$ cat src/rtl/regfile_wr_arbiter_if.sv
// Write-port bus between the writeback requesters (master) and the register
// file write arbiter (slave): per-requester valid/ready/addr/data plus the registered write port.
interface regfile_wr_arbiter_if #(
  parameter int NREQ = 2,
  parameter int AW   = 5,
  parameter int DW   = 32
);
  logic [NREQ-1:0]    req_valid;
  logic [NREQ-1:0]    req_ready;
  logic [NREQ*AW-1:0] req_addr;
  logic [NREQ*DW-1:0] req_data;
  logic               wr_en;
  logic [AW-1:0]      wr_addr;
  logic [DW-1:0]      wr_data;

  modport master (
    output req_valid, req_addr, req_data,
    input  req_ready, wr_en, wr_addr, wr_data
  );

  modport slave (
    input  req_valid, req_addr, req_data,
    output req_ready, wr_en, wr_addr, wr_data
  );
endinterface

$ cat src/rtl/regfile_wr_arbiter.sv
// Round-robin owner of the register file write port, with an optional clear sweep of r1..r31 after reset.
// Optional stall counter output is enabled by defining REGFILE_WR_ARB_STATS_EN.
module regfile_wr_arbiter #(
  parameter int NREQ           = 2,
  parameter int AW             = 5,
  parameter int DW             = 32,
  parameter int CLEAR_ON_RESET = 1
) (
  input  logic                  elk,
  input  logic                  nrst,
  regfile_wr_arbiter_if.slave   bus,
  output logic                  init_done,
`ifdef REGFILE_WR_ARB_STATS_EN
  output logic [15:0]           stall_cnt,
`endif
  output logic                  zero_drop
);

  localparam int PW = (NREQ > 1) ? $clog2(NREQ) : 1;

  localparam logic [1:0] ST_INIT = 2'd0;
  localparam logic [1:0] ST_FIN  = 2'd1;
  localparam logic [1:0] ST_ARB  = 2'd2;

  localparam logic [AW-1:0] LAST_ADDR = AW'(31);

  logic [1:0]    state;
  logic [AW-1:0] clr_cnt;
  logic [PW-1:0] rr;
  logic [PW-1:0] grant_idx;
  logic [PW-1:0] cand;
  logic          grant_valid;
  logic [NREQ-1:0] ready;
  logic [AW-1:0] sel_addr;
  logic [DW-1:0] sel_data;
  logic [AW-1:0] addr_arr [NREQ];
  logic [DW-1:0] data_arr [NREQ];

  for (genvar i = 0; i < NREQ; i++) begin : g_unpack
    assign addr_arr[i] = bus.req_addr[i*AW +: AW];
    assign data_arr[i] = bus.req_data[i*DW +: DW];
  end

  // Search from the rr pointer, wrapping; only the first valid requester is granted.
  always_comb begin
    grant_valid = 1'b0;
    grant_idx   = '0;
    cand        = '0;
    sel_addr    = '0;
    sel_data    = '0;
    ready       = '0;
    if (state == ST_ARB) begin
      for (int k = 0; k < NREQ; k++) begin
        cand = PW'((int'(rr) + k) % NREQ);
        if (!grant_valid && bus.req_valid[cand]) begin
          grant_valid = 1'b1;
          grant_idx   = cand;
          sel_addr    = addr_arr[cand];
          sel_data    = data_arr[cand];
        end
      end
    end
    if (grant_valid) ready[grant_idx] = 1'b1;
  end

  assign bus.req_ready = ready;

  // ST_FIN keeps ready low while the addr-31 sweep write is on the port, so the
  // first arbitrated write can never land in the same cycle as init_done rising.
  always_ff @(posedge elk or negedge nrst) begin
    if (!nrst) begin
      state       <= (CLEAR_ON_RESET != 0) ? ST_INIT : ST_ARB;
      clr_cnt     <= AW'(1);
      rr          <= '0;
      bus.wr_en   <= 1'b0;
      bus.wr_addr <= '0;
      bus.wr_data <= '0;
      zero_drop   <= 1'b0;
      init_done   <= (CLEAR_ON_RESET == 0);
    end else begin
      bus.wr_en <= 1'b0;
      zero_drop <= 1'b0;
      case (state)
        ST_INIT: begin
          bus.wr_en   <= 1'b1;
          bus.wr_addr <= clr_cnt;
          bus.wr_data <= '0;
          clr_cnt     <= clr_cnt + AW'(1);
          if (clr_cnt == LAST_ADDR) state <= ST_FIN;
        end
        ST_FIN: begin
          state     <= ST_ARB;
          init_done <= 1'b1;
        end
        default: begin
          if (grant_valid) begin
            rr <= (grant_idx == PW'(NREQ - 1)) ? '0 : grant_idx + PW'(1);
            if (sel_addr == '0) begin
              zero_drop <= 1'b1;
            end else begin
              bus.wr_en   <= 1'b1;
              bus.wr_addr <= sel_addr;
              bus.wr_data <= sel_data;
            end
          end
        end
      endcase
    end
  end

`ifdef REGFILE_WR_ARB_STATS_EN
  // Counts arbitration cycles where some requester is left waiting; saturates.
  always_ff @(posedge elk or negedge nrst) begin
    if (!nrst) begin
      stall_cnt <= '0;
    end else if (state == ST_ARB && |(bus.req_valid & ~ready) && stall_cnt != 16'hFFFF) begin
      stall_cnt <= stall_cnt + 16'd1;
    end
  end
`endif

endmodule

$ cat src/flat_wrapper.sv
// flat-port wrapper written by rule: the top's interface ports become plain ports
module regfile_wr_arbiter_flat 
#(
  parameter int NREQ           = 2,
  parameter int AW             = 5,
  parameter int DW             = 32,
  parameter int CLEAR_ON_RESET = 1
)
  (elk, nrst, init_done, zero_drop, bus_req_valid, bus_req_addr, bus_req_data, bus_req_ready, bus_wr_en, bus_wr_addr, bus_wr_data);
  regfile_wr_arbiter_if #(.NREQ(NREQ), .AW(AW), .DW(DW)) bus_i ();
  input  logic elk;
  input  logic nrst;
  output logic init_done;
  output logic zero_drop;
  input wire logic [$bits(bus_i.req_valid)-1:0] bus_req_valid;
  input wire logic [$bits(bus_i.req_addr)-1:0] bus_req_addr;
  input wire logic [$bits(bus_i.req_data)-1:0] bus_req_data;
  output wire logic [$bits(bus_i.req_ready)-1:0] bus_req_ready;
  output wire logic [$bits(bus_i.wr_en)-1:0] bus_wr_en;
  output wire logic [$bits(bus_i.wr_addr)-1:0] bus_wr_addr;
  output wire logic [$bits(bus_i.wr_data)-1:0] bus_wr_data;
  assign bus_i.req_valid = bus_req_valid;
  assign bus_i.req_addr = bus_req_addr;
  assign bus_i.req_data = bus_req_data;
  assign bus_req_ready = bus_i.req_ready;
  assign bus_wr_en = bus_i.wr_en;
  assign bus_wr_addr = bus_i.wr_addr;
  assign bus_wr_data = bus_i.wr_data;
  regfile_wr_arbiter #(.NREQ(NREQ), .AW(AW), .DW(DW), .CLEAR_ON_RESET(CLEAR_ON_RESET)) u_core (.elk(elk), .nrst(nrst), .bus(bus_i), .init_done(init_done), .zero_drop(zero_drop));
endmodule
$ cat config.mk
export PLATFORM = sky130hd
export DESIGN_NAME = regfile_wr_arbiter_flat
export DESIGN_NICKNAME = d
export VERILOG_FILES = /design/src/rtl/regfile_wr_arbiter_if.sv /design/src/rtl/regfile_wr_arbiter.sv /design/src/flat_wrapper.sv
export SDC_FILE = /design/constraint.sdc
export NUM_CORES = 1
export LEC_CHECK = 0
export BUFFER_PORTS_ARGS = -buffer_cell sky130_fd_sc_hd__buf_2
export CORE_MARGIN = 2
export CORE_UTILIZATION = 44
export DETAILED_ROUTE_END_ITERATION = 10
export PLACE_DENSITY = 0.9
export SETUP_SLACK_MARGIN = 0.4
export SYNTH_ARGS = -nofsm -noshare
export SYNTH_HDL_FRONTEND = slang
export SYNTH_SLANG_ARGS = --single-unit
$ cat constraint.sdc
create_clock -name elk -period 2.57 [get_ports elk]
set_clock_uncertainty 0.1 [all_clocks]
set_input_delay 0.514 -clock elk [delete_from_list [all_inputs] [get_ports elk]]
set_output_delay 0.514 -clock elk [all_outputs]
set_load 0.1 [all_outputs]
==> results of run 1 <==
==> flip-flops by register name, summed over array words and instances, names as in the netlist <==
name                count
u_core.rr               1
u_core.init_done        1
u_core.zero_drop        1
u_core.state            2
u_core.bus.wr_en        1
u_core.bus.wr_data     32
u_core.clr_cnt          5
u_core.bus.wr_addr      5
==> metal layers <==
layer	GRT usage (%)	vias to the layer above	part of all wire [%]
met5	0	-	0
met4	7.34	0	2.2
met3	5.83	14	6.9
met2	35.1	81	48
met1	26.4	947	42
li1	-	950	-
==> final timing paths <==
check / endpoint / slack [ns] / cells past startpoint
worst min register to register: u_core.init_done$_DFFE_PN0P_ / 0.37 / 1
worst min-delay path: u_core.init_done$_DFFE_PN0P_ / 0.37 / 1
worst max register to register: u_core.bus.wr_addr[1]$_DFFE_PN0P_ / 0.73 / 5
worst max-delay path: bus_req_ready[1] / 0.50 / 4
min in group asynchronous: u_core.init_done$_DFFE_PN0P_ / 0.54 / 2
max in group asynchronous: u_core.bus.wr_data[12]$_DFFE_PN0P_ / 1.08 / 3
==> cells by family (layout without fill, tap and decap cells) <==
kind of cell               count (synthesis)  after routing  synth area share (%)
adders and majority gates                  2              2                  1.15
and+or+nand+nor                           17             17                  4.01
buffers and inverters                     21            138                  4.87
muxes                                      3              3                  1.49
xor gates and xnor gates                   3              3                  1.20
DFF                                       48             48                  55.1
AOI/OAI and AO/OA                         87             87                  32.2
==> cell usage in the layout (no fill, tap or decap), drive strengths merged, types with 2 or more instances in the layout <==
master   count
or4          2
a32oi        4
nor2         6
mux2         2
inv          4
a21oi        5
and3         2
buf        127
o21ai        3
ha           2
xnor2        2
nand2        2
and2         2
a22o         4
clkbuf       5
a22oi       32
a32o         2
o2bb2ai     33
dfrtp       47
==> worst register-to-register path: stages (launching register included) <==
cell and delay, ns:
dfrtp_1 0.45, nand2b_4 0.20, a32o_1 0.34, o31ai_4 0.21
buf_4 0.29, a22o_1 0.19
==> area by class of cell <==
| type | instances | area, um2 | share of cell area [%] |
|---|---|---|---|
| sequential | 48 | 1200 | 40.0 |
| multi-input combinational | 112 | 912 | 30.3 |
| timing repair buffer | 128 | 696 | 23.1 |
| tap | 67 | 83.8 | 2.79 |
| clock buffer | 5 | 68.8 | 2.29 |
| clock inverter | 1 | 30.0 | 0.998 |
| inverter | 4 | 15.0 | 0.499 |
==> power groups by stage <==
stage	Sequential [mW]	Combinational [mW]	Clock, mW
after floorplan	1.64	0.219	0
after global placement	0.924	1.18	0
after detailed placement	0.923	1.19	0
after CTS	0.913	1.20	0.521
after global routing	0.925	1.24	0.554
final	0.912	1.19	0.510
==> per-stage QoR <==
stage	utilization [%]	cell area [um2]
final	63.3	3010
after global routing	63.3	3010
after CTS	63.1	3000
after detailed placement	60.7	2880
after global placement	60.7	2880
after floorplan	-	2200
==> repair_timing <==
item | in CTS | in global routing
hold buffers | 1 | 0
endpoints found under the setup margin | 1 | 1
hold endpoints to repair | 11 | 0
resized for setup | 3 | 2
==> reports/results.ini, run 1 <==
[run_status]
status=finished clean

[synthesis]
yosys_warnings=0
synth_top_area_share_pct=53.9
synth_nets=261
ys_top_cells_by_area=dfrtp_1 (54%), o2bb2ai_1 (13%), a22oi_1 (11%)
synth_edf_count=0
synth_cells=181
yosysMostFrequentCell=dfrtp_1
yosysTopAreaCell=dfrtp_1
synth_area_um2=2180
avgSynthCellArea_um2=12.1
synth_seq_cells=48
ys.flop_type=dfrtp_1
ys_async_sr_fraction_pct=100
synth.distinct_cells=32
yosysSeqAreaShare_pct=55.1
synth_top_cells_by_count=dfrtp_1 (47), o2bb2ai_1 (33), a22oi_1 (32)

[routing]
drt-initial-drc-count=97
drtAntennaViolNets=0
dr.pass1.iters=4
wire_per_inst_um=15.7
post-route-drc-count=0
vias=1992
routed_wirelength_mm=5.73
avgViaCountPerCell=5.46

[job]
max-cap-violations=0

[grt]
antenna_found_initial=0
grt_pass1_wl_mm=8.93
grt_max_degree=37
overflow=0
track_usage_pct=21.0
grt_pass1_vias=1945

[layout]
stdcell_count=365
diodes=0
fill_cells=416
finalNetCount=379
final_layout_size_suffix_gt1_share_pct=48.7
area_growth_pct=37.8

[cts]
cts_max_level=2
tritoncts=yes
clock-root-buffer=clkbuf_8
path_clk_slew_ns=0.08
clk_latency_ns=0.29
postCtsSetupRepairBufs=0
clk_path_buf_depth=2
numCtsBuffers=5
cts.sinks=48

[worst_setup_path]
endpoint_kind=primary output
cp_top_family=flip-flops
start_kind=register
crit_arrival_ns=1.45
crit_slowest_cell=dfrtp_2
cp.required_ns=1.96
cp.buffers_inverters=2
path_cells=inv_1 -> nor2_4 -> and2_4 -> buf_12
crit_fanout=12
timing.rr.start=u_core.rr$_DFFE_PN0P_
cp_slowest_stage_delay_ns=0.48
path_class=register to primary output
cp-startpoint=u_core.state[1]$_DFFE_PN0P_

[place]
place_inst=358
portBuffers=119
dp_hpwl_mm=4.20
gp_congestion=0.895
dpl_worst_slack_ns=0.226

[timing]
setup_viol=0
tightest_slew_ns=0.494
setup_tns_ns=0
fmax_ghz=0.484
setup_ws_ns=0.504
rsz0062_at_grt=no
timing.hold.ws_ns=0.370
slew_viol_final=0
post-route-period-util_pct=80.4
post-route-min-period_ns=2.07
slew-limit-headroom_pct=66.9
hold_viol=0

[pwr]
p_leak_nw=1.50
p_int_mw=1.36
powerDensity_nw_per_um2=868
pwr-share-seq_pct=34.9
design_power_total_mw=2.61
ir_drop_uv=457
p_sw_share_pct=48.0
p_sw_mw=1.25
power.share.clock_pct=19.5
combPwrFrac_pct=45.5

[floorplan]
start_util_pct=45.9
die_height_um=74.4
die_w_um=74.4
die_area_um2=5540
coreArea_um2=4750
io_pins=120
num_rows=25

[hold_path]
min_path_type=register to register
worstHoldStart=u_core.init_done$_DFFE_PN0P_

Power figures use the tool's default switching activity.
==> run 2, diff against run 1 <==
--- a/config.mk
+++ b/config.mk
@@ -5,11 +5,12 @@
 export SDC_FILE = /design/constraint.sdc
 export NUM_CORES = 1
 export LEC_CHECK = 0
+export ABC_AREA = 1
 export BUFFER_PORTS_ARGS = -buffer_cell sky130_fd_sc_hd__buf_2
 export CORE_MARGIN = 2
-export CORE_UTILIZATION = 44
+export CORE_UTILIZATION = 51
 export DETAILED_ROUTE_END_ITERATION = 10
-export PLACE_DENSITY = 0.9
+export PLACE_DENSITY = 0.93
 export SETUP_SLACK_MARGIN = 0.4
 export SYNTH_ARGS = -nofsm -noshare
 export SYNTH_HDL_FRONTEND = slang
==> constraint.sdc (replaced) <==
create_clock -name elk -period 2.05 [get_ports elk]
set_clock_uncertainty 0.1 [all_clocks]
set_input_delay 0.41 -clock elk [delete_from_list [all_inputs] [get_ports elk]]
set_output_delay 0.41 -clock elk [all_outputs]
set_load 0.1 [all_outputs]
==> run 2 against run 1 <==
The run now ends with hold timing left. Worst setup slack worse by 0.41 ns. Final cell count rose by 92%. Clock power grew 17%. Sequential share of layout area is 13 points lower. Flip-flop and latch count unchanged. Critical path type is now register to register. Critical endpoint is now u_core.bus.wr_data[29]$_DFFE_PN0P_.
==> reports/results.ini, run 2 <==
[run_status]
status=complete, but fails checks
violations=hold timing

[place]
placed_cell_area_um2=4070  ; +41%
place_inst=686  ; +92%
gp_congestion=0.874  ; -2.3%
portBuffers=119  ; unchanged
dp_hpwl_mm=6.64  ; +58%

[timing]
timing.hold.ws_ns=-0.0195  ; -0.389 ns
setup_viol=0  ; unchanged
hold_viol=22  ; +22
rsz0062_at_grt=yes
post-route-min-period_ns=1.95
fmax_ghz=0.512
slew-limit-headroom_pct=63.8  ; -3.2 points
post-route-period-util_pct=95.2
tightest_slew_ns=0.544  ; +0.0493 ns
slew_viol_final=0  ; unchanged
setup_tns_ns=0  ; unchanged

[layout]
stdcell_count=702  ; +92%
fill_cells=495  ; +19%
diodes=0  ; unchanged
area_growth_pct=31.5
regMostFlops=u_core.bus.wr_data
layout_commonest_cell=nand2_1
utilization_pct=69.5  ; +6.2 points
largest_reg_flops=32  ; unchanged
stdcell_area_um2=4410  ; +47%
multi_input_area_um2=1940  ; +110%
final_layout_size_suffix_gt1_share_pct=30.1  ; -19 points
finalNetCount=704  ; +86%
register_area_um2=1200  ; unchanged
final_cell_mix=nand2_1 (201), buf_2 (109), o21ai_0 (68)
largestRegisters=u_core.bus.wr_data: 32 flops, u_core.bus.wr_addr: 5 flops, u_core.clr_cnt: 5 flops

[cts]
path_clk_slew_ns=0.09  ; about the same
cts.sinks=48  ; unchanged
tritoncts=yes
clk_path_buf_depth=2  ; unchanged
clock-root-buffer=clkbuf_8
cts_hold_buf=0  ; -1
clk_latency_ns=0.30  ; about the same
numCtsBuffers=5  ; unchanged
cts_max_level=2  ; unchanged

[grt]
grt_pass1_wl_mm=15.1  ; +69%
overflow=0  ; unchanged
track_usage_pct=25.3  ; +4.3 points
antenna_found_initial=0  ; unchanged
grt_pass1_vias=3401  ; +75%
grt_max_degree=66  ; +78%

[synthesis]
synth_nets=595  ; +130%
ys_async_sr_fraction_pct=100  ; unchanged
ys.flop_type=dfrtp_1
yosysMostFrequentCell=nand2_1
synth_seq_cells=48  ; unchanged
ys_top_cells_by_area=dfrtp_1 (35%), nand2_1 (24%), o21ai_0 (10%)
synth_edf_count=0  ; unchanged
synth_top_cells_by_count=nand2_1 (216), o21ai_0 (68), dfrtp_1 (47)
yosys_warnings=0  ; unchanged
avgSynthCellArea_um2=6.52  ; -46%
yosysTopAreaCell=dfrtp_1
yosysSeqAreaShare_pct=35.8  ; -19 points
synth_area_um2=3360  ; +54%
synth.distinct_cells=25  ; -22%
synth_cells=515  ; +180%
synth_top_area_share_pct=35.0  ; -19 points

[hold_path]
min_path_type=primary input to async pin

[routing]
wire_per_inst_um=13.7  ; -13%
routed_wirelength_mm=9.61  ; +68%
met2_length_mm=4.65  ; +68%
post-route-drc-count=0  ; unchanged
routed-wl-met3_um=593  ; +50%
avgViaCountPerCell=5.44  ; -0.24%
met1_length_mm=4.13  ; +70%
drtAntennaViolNets=0  ; unchanged
drt-initial-drc-count=251  ; +160%
dr.pass1.iters=5  ; +1
vias=3822  ; +92%
top_layer=met4

[pwr]
ir_drop_uv=623  ; +36%
p_int_mw=1.95  ; +44%
p_leak_nw=2.44  ; +63%
p_sw_mw=2.45  ; +96%
pwr-share-seq_pct=28.3  ; -6.6 points
p_sw_share_pct=55.7  ; +7.7 points
combPwrFrac_pct=58.2  ; +13 points
powerDensity_nw_per_um2=998  ; +15%
power.share.clock_pct=13.6  ; -5.9 points

[floorplan]
die_w_um=85.1  ; +14%
num_rows=29  ; +16%
die_height_um=85.1  ; +14%
io_pins=120  ; unchanged
die_area_um2=7240  ; +31%
start_util_pct=52.8  ; +6.9 points
coreArea_um2=6350  ; +34%

[worst_setup_path]
crit_arrival_ns=2.04  ; +0.59 ns
start_kind=register
cp.required_ns=2.14  ; +0.18 ns
path_class=register to register
crit_top_cell=nand2_1
cp_top_family=simple AND/OR/NAND/NOR gates
cp.buffers_inverters=3  ; +1
endpoint_kind=register
cp_slowest_stage_delay_ns=0.50  ; +0.02 ns
path_cells=buf_12 -> nand2_8 -> o21ai_4 -> nand2_1 -> nand2_1 -> nand2_2 -> nand3_2 -> nor2_4 -> inv_2 -> buf_12 -> nand2_1 -> nand2_1
crit_fanout=21  ; +9
crit_slowest_cell=dfrtp_2

[job]
max-cap-violations=0  ; unchanged

## run 2: changes by cell type after synthesis, moves of 4 or more
cell / before / now
a21oi_1: 5 / 13
a22o_1: 4 / 20
clkbuf_1: 10 / 14
a32oi_1: 4 / 0
buf_6: 3 / 7
o21ai_0: 2 / 68
a22oi_1: 32 / 4
nand3_1: 0 / 44
inv_1: 4 / 42
nand2_1: 2 / 216
o2bb2ai_1: 33 / 0
buf_2: 4 / 13
## run 2: path summary, 6_finish.rpt
check	start	to	slack, ns	depth (start not counted)
worst max-delay path	u_core.rr$_DFFE_PN0P_	u_core.bus.wr_data[29]$_DFFE_PN0P_	0.1	12
worst min-delay path	nrst	u_core.rr$_DFFE_PN0P_	-0.02	1
worst min register to register	u_core.bus.wr_data[26]$_DFFE_PN0P_	u_core.bus.wr_data[26]$_DFFE_PN0P_	0.41	2
worst max register to register	u_core.rr$_DFFE_PN0P_	u_core.bus.wr_data[29]$_DFFE_PN0P_	0.1	12
min in group elk	bus_req_valid[0]	u_core.rr$_DFFE_PN0P_	0.33	3
max in group asynchronous	nrst	u_core.bus.wr_data[28]$_DFFE_PN0P_	1.28	2
## run 2: layout make-up
cell class	instances	share of cell area (%)
clock inverter	2	0.340
timing repair buffer	140	20.4
inverter	43	4.00
tap	77	2.18
clock buffer	6	1.87
multi-input combinational	386	43.9
sequential	48	27.3
## run 2: metrics by stage
stage	setup slack [ns]	total power, mW
after floorplan	0.290	3.21
after global placement	0.0811	3.64
after detailed placement	-0.0229	3.68
after CTS	0.194	4.32
after global routing	0.000474	4.58
final	0.0982	4.40
## run 2: power by group through the flow
stage | clock (mW) | combinational (mW) | sequential (mW)
finish | 0.597 | 2.56 | 1.25
global route | 0.629 | 2.69 | 1.26
CTS | 0.595 | 2.49 | 1.24
detailed placement | 0 | 2.42 | 1.26
global placement | 0 | 2.38 | 1.26
floorplan | 0 | 0.668 | 2.54
## run 2: routing by layer
layer  GRT usage [%]  vias to the layer above
met5               0                        -
met4            10.7                        0
met2            39.8                      171
met3            2.72                       25
li1                -                     1871
met1            35.7                     1755
## run 2: kinds of logic (layout without fill, tap and decap cells)
logic type	after synthesis	after routing	synth area share, %
AOI/OAI and AO/OA	108	108	18.8
adders and majority gates	2	2	0.746
xor gates and xnor gates	3	3	0.783
buffers and inverters	81	191	11.3
and+or+nand+nor	273	273	32.6
DFF	48	48	35.8
## run 2: timing repair
item / 4_1_cts / 5_1_grt
gates cloned: 0 / 1
resized for setup: 26 / 18
buffers inserted: 5 / 2
setup endpoints to repair: 42 / 49
pin swaps: 1 / 2
==> run 3, diff against run 2 <==
--- a/config.mk
+++ b/config.mk
@@ -10,6 +10,7 @@
 export CORE_MARGIN = 2
 export CORE_UTILIZATION = 51
 export DETAILED_ROUTE_END_ITERATION = 10
+export GPL_TIMING_DRIVEN = 1
 export PLACE_DENSITY = 0.93
 export SETUP_SLACK_MARGIN = 0.4
 export SYNTH_ARGS = -nofsm -noshare
==> constraint.sdc (replaced) <==
create_clock -name elk -period 2.05 [get_ports elk]
set_clock_uncertainty 0.1 [all_clocks]
set_input_delay 0.205 -clock elk [delete_from_list [all_inputs] [get_ports elk]]
set_output_delay 0.205 -clock elk [all_outputs]
set_load 0.1 [all_outputs]
==> run 3 against run 2 <==
The run ends with setup timing left. Sequential share of layout area is 1.3 points lower. Clock power increased by 0.7%. Highest routed layer unchanged. Core utilization rose by 3.4 points. Final cell count up 2.8%. Sequential power is essentially flat. Flip-flop and latch count unchanged. Maximum frequency is 7.9% lower. Global-route usage is 1.3 points higher. Critical endpoint is now u_core.bus.wr_data[27]$_DFFE_PN0P_. Non-clock buffer count grew 19. Combinational power is 6% higher.
==> reports/results.ini, run 3 (synthesis results as in run 2) <==
[layout]
regMostFlops=u_core.bus.wr_data
largestRegisters=u_core.bus.wr_data: 32 flops, u_core.bus.wr_addr: 5 flops, u_core.clr_cnt: 5 flops
largest_reg_flops=32  ; unchanged
stdcell_count=722  ; +2.8%
final_cell_mix=nand2_1 (180), buf_2 (117), o21ai_0 (67)
fill_cells=473  ; -4.4%
utilization_pct=72.9  ; +3.4 points
diodes=0  ; unchanged
area_growth_pct=38.0
final_layout_size_suffix_gt1_share_pct=36.7  ; +6.7 points
finalNetCount=724  ; +2.8%
layout_commonest_cell=nand2_1

[grt]
grt_max_degree=38  ; -42%
overflow=0  ; unchanged
track_usage_pct=26.6  ; +1.3 points
antenna_found_initial=0  ; unchanged
grt_pass1_wl_mm=15.7  ; +3.6%
grt_pass1_vias=3468  ; +2.0%

[pwr]
pwr-share-seq_pct=27.3  ; -1.0 points
p_sw_mw=2.55  ; +3.8%
combPwrFrac_pct=59.6  ; +1.4 points
power.share.clock_pct=13.2  ; -0.4 points
p_sw_share_pct=55.7  ; about the same
powerDensity_nw_per_um2=986  ; -1.1%
ir_drop_uv=756  ; +21%
p_leak_nw=2.57  ; +5.0%
p_int_mw=2.02  ; +3.7%

[worst_setup_path]
crit_top_cell=nand2_2
crit_arrival_ns=2.21  ; +0.17 ns
path_class=register to register
cp.required_ns=2.14  ; about the same
crit_slowest_cell=dfrtp_2
endpoint_kind=register
path_cells=buf_6 -> buf_8 -> nand2_2 -> nand2_2 -> nand3_2 -> nand2_2 -> nand2_2 -> nand3_2 -> nor2_4 -> inv_4 -> buf_12 -> nand2_1 -> nand2_1
cp_slowest_stage_delay_ns=0.46  ; -0.04 ns
r2r_cells=13  ; +1
crit_fanout=9  ; -57%
start_kind=register

[routing]
post-route-drc-count=0  ; unchanged
wire_per_inst_um=15.5  ; +13%
drt-initial-drc-count=305  ; +22%
vias=4093  ; +7.1%
dr.pass1.iters=7  ; +2
drtAntennaViolNets=0  ; unchanged
avgViaCountPerCell=5.67  ; +4.1%
routed_wirelength_mm=11.2  ; +17%

[timing]
post-route-min-period_ns=2.12  ; +0.167 ns
post-route-period-util_pct=103  ; +8.2 points
slew-limit-headroom_pct=53.7  ; -10 points
setup_tns_ns=-0.567  ; -0.567 ns
tightest_slew_ns=0.695  ; +0.151 ns
timing.hold.ws_ns=0.228  ; +0.248 ns
fmax_ghz=0.472  ; -7.9%
slew_viol_final=0  ; unchanged
setup_viol=22  ; +22
setup_ws_ns=-0.0690  ; -0.167 ns
rsz0062_at_grt=yes
hold_viol=0  ; -100%

[hold_path]
min_path_type=primary input to register
min_path_cells=3

[cts]
tritoncts=yes
clk_latency_ns=0.31  ; about the same
cts.sinks=48  ; unchanged
clk_path_buf_depth=2  ; unchanged
clock-root-buffer=clkbuf_8
path_clk_slew_ns=0.09  ; about the same
cts_max_level=2  ; unchanged
numCtsBuffers=5  ; unchanged

[floorplan]
coreArea_um2=6350  ; unchanged
die_height_um=85.1  ; unchanged
io_pins=120  ; unchanged
die_area_um2=7240  ; unchanged
die_w_um=85.1  ; unchanged
num_rows=29  ; unchanged
start_util_pct=52.8  ; unchanged

[place]
place_inst=690  ; +0.58%
portBuffers=119  ; unchanged
dpl_worst_slack_ns=0.0977  ; +0.121 ns
gp_congestion=0.935  ; +7.0%
dp_hpwl_mm=6.71  ; +0.98%

[run_status]
violations=setup timing
status=complete, but fails checks

[job]
max-cap-violations=0  ; unchanged

==> run 3: worst max-delay path, delay by kind of cell, from the launching register on <==
kind	cells	cell delay [ns]
buffers and inverters	4	0.55
DFF	1	0.46
and+or+nand+nor	9	0.89
==> run 3: cell type report <==
type / count / area [um2] / area share, %
Clock buffer: 7 / 86.3 / 1.86
Clock inverter: 1 / 7.51 / 0.162
Inverter: 43 / 174 / 3.75
Multi-Input combinational cell: 386 / 2010 / 43.3
Sequential cell: 48 / 1200 / 26.0
Tap cell: 77 / 96.3 / 2.08
Timing Repair Buffer: 159 / 1050 / 22.7
Timing Repair inverter: 1 / 5.00 / 0.108
==> run 3: worst paths after layout <==
| path | start | endpoint | slack (ns) |
|---|---|---|---|
| max in group asynchronous | nrst | u_core.bus.wr_data[12]$_DFFE_PN0P_ | 0.83 |
| hold reg to reg | u_core.bus.wr_data[6]$_DFFE_PN0P_ | u_core.bus.wr_data[6]$_DFFE_PN0P_ | 0.40 |
| hold / removal | bus_req_valid[0] | u_core.rr$_DFFE_PN0P_ | 0.23 |
| setup reg to reg | u_core.rr$_DFFE_PN0P_ | u_core.bus.wr_data[27]$_DFFE_PN0P_ | -0.07 |
| setup / recovery | u_core.rr$_DFFE_PN0P_ | u_core.bus.wr_data[27]$_DFFE_PN0P_ | -0.07 |
| min in group asynchronous | nrst | u_core.zero_drop$_DFF_PN0_ | 0.37 |
==> run 3: per-stage QoR <==
stage	power (mW)	cell area [um2]
2_1_floorplan	3.21	3450
3_3_place_gp	3.66	4120
3_5_place_dp	3.70	4120
4_1_cts	4.35	4360
5_1_grt	4.75	4630
6_report	4.57	4630
==> run 3: power by group through the flow <==
| stage | clock network, mW | logic, mW | registers [mW] |
|---|---|---|---|
| after floorplan | 0 | 0.671 | 2.54 |
| after CTS | 0.594 | 2.51 | 1.24 |
| after detailed placement | 0 | 2.45 | 1.25 |
| after global routing | 0.642 | 2.85 | 1.26 |
| after global placement | 0 | 2.41 | 1.25 |
| final | 0.601 | 2.72 | 1.24 |
==> run 3: metal layers <==
layer | track usage, % | part of all wire, %
met5 | 0 | 0
met2 | 44.6 | 50
met1 | 34.7 | 39
met3 | 4.77 | 8.1
met4 | 9.09 | 3.3
==> run 3: timing repair <==
action / CTS / global route
gates resized for setup: 22 / 53
buffers inserted: 9 / 7
hold endpoints to repair: 27 / 0
hold buffers: 1 / 0
setup endpoints to repair: 41 / 42
pin swaps: 4 / 10
gates cloned: 2 / 5
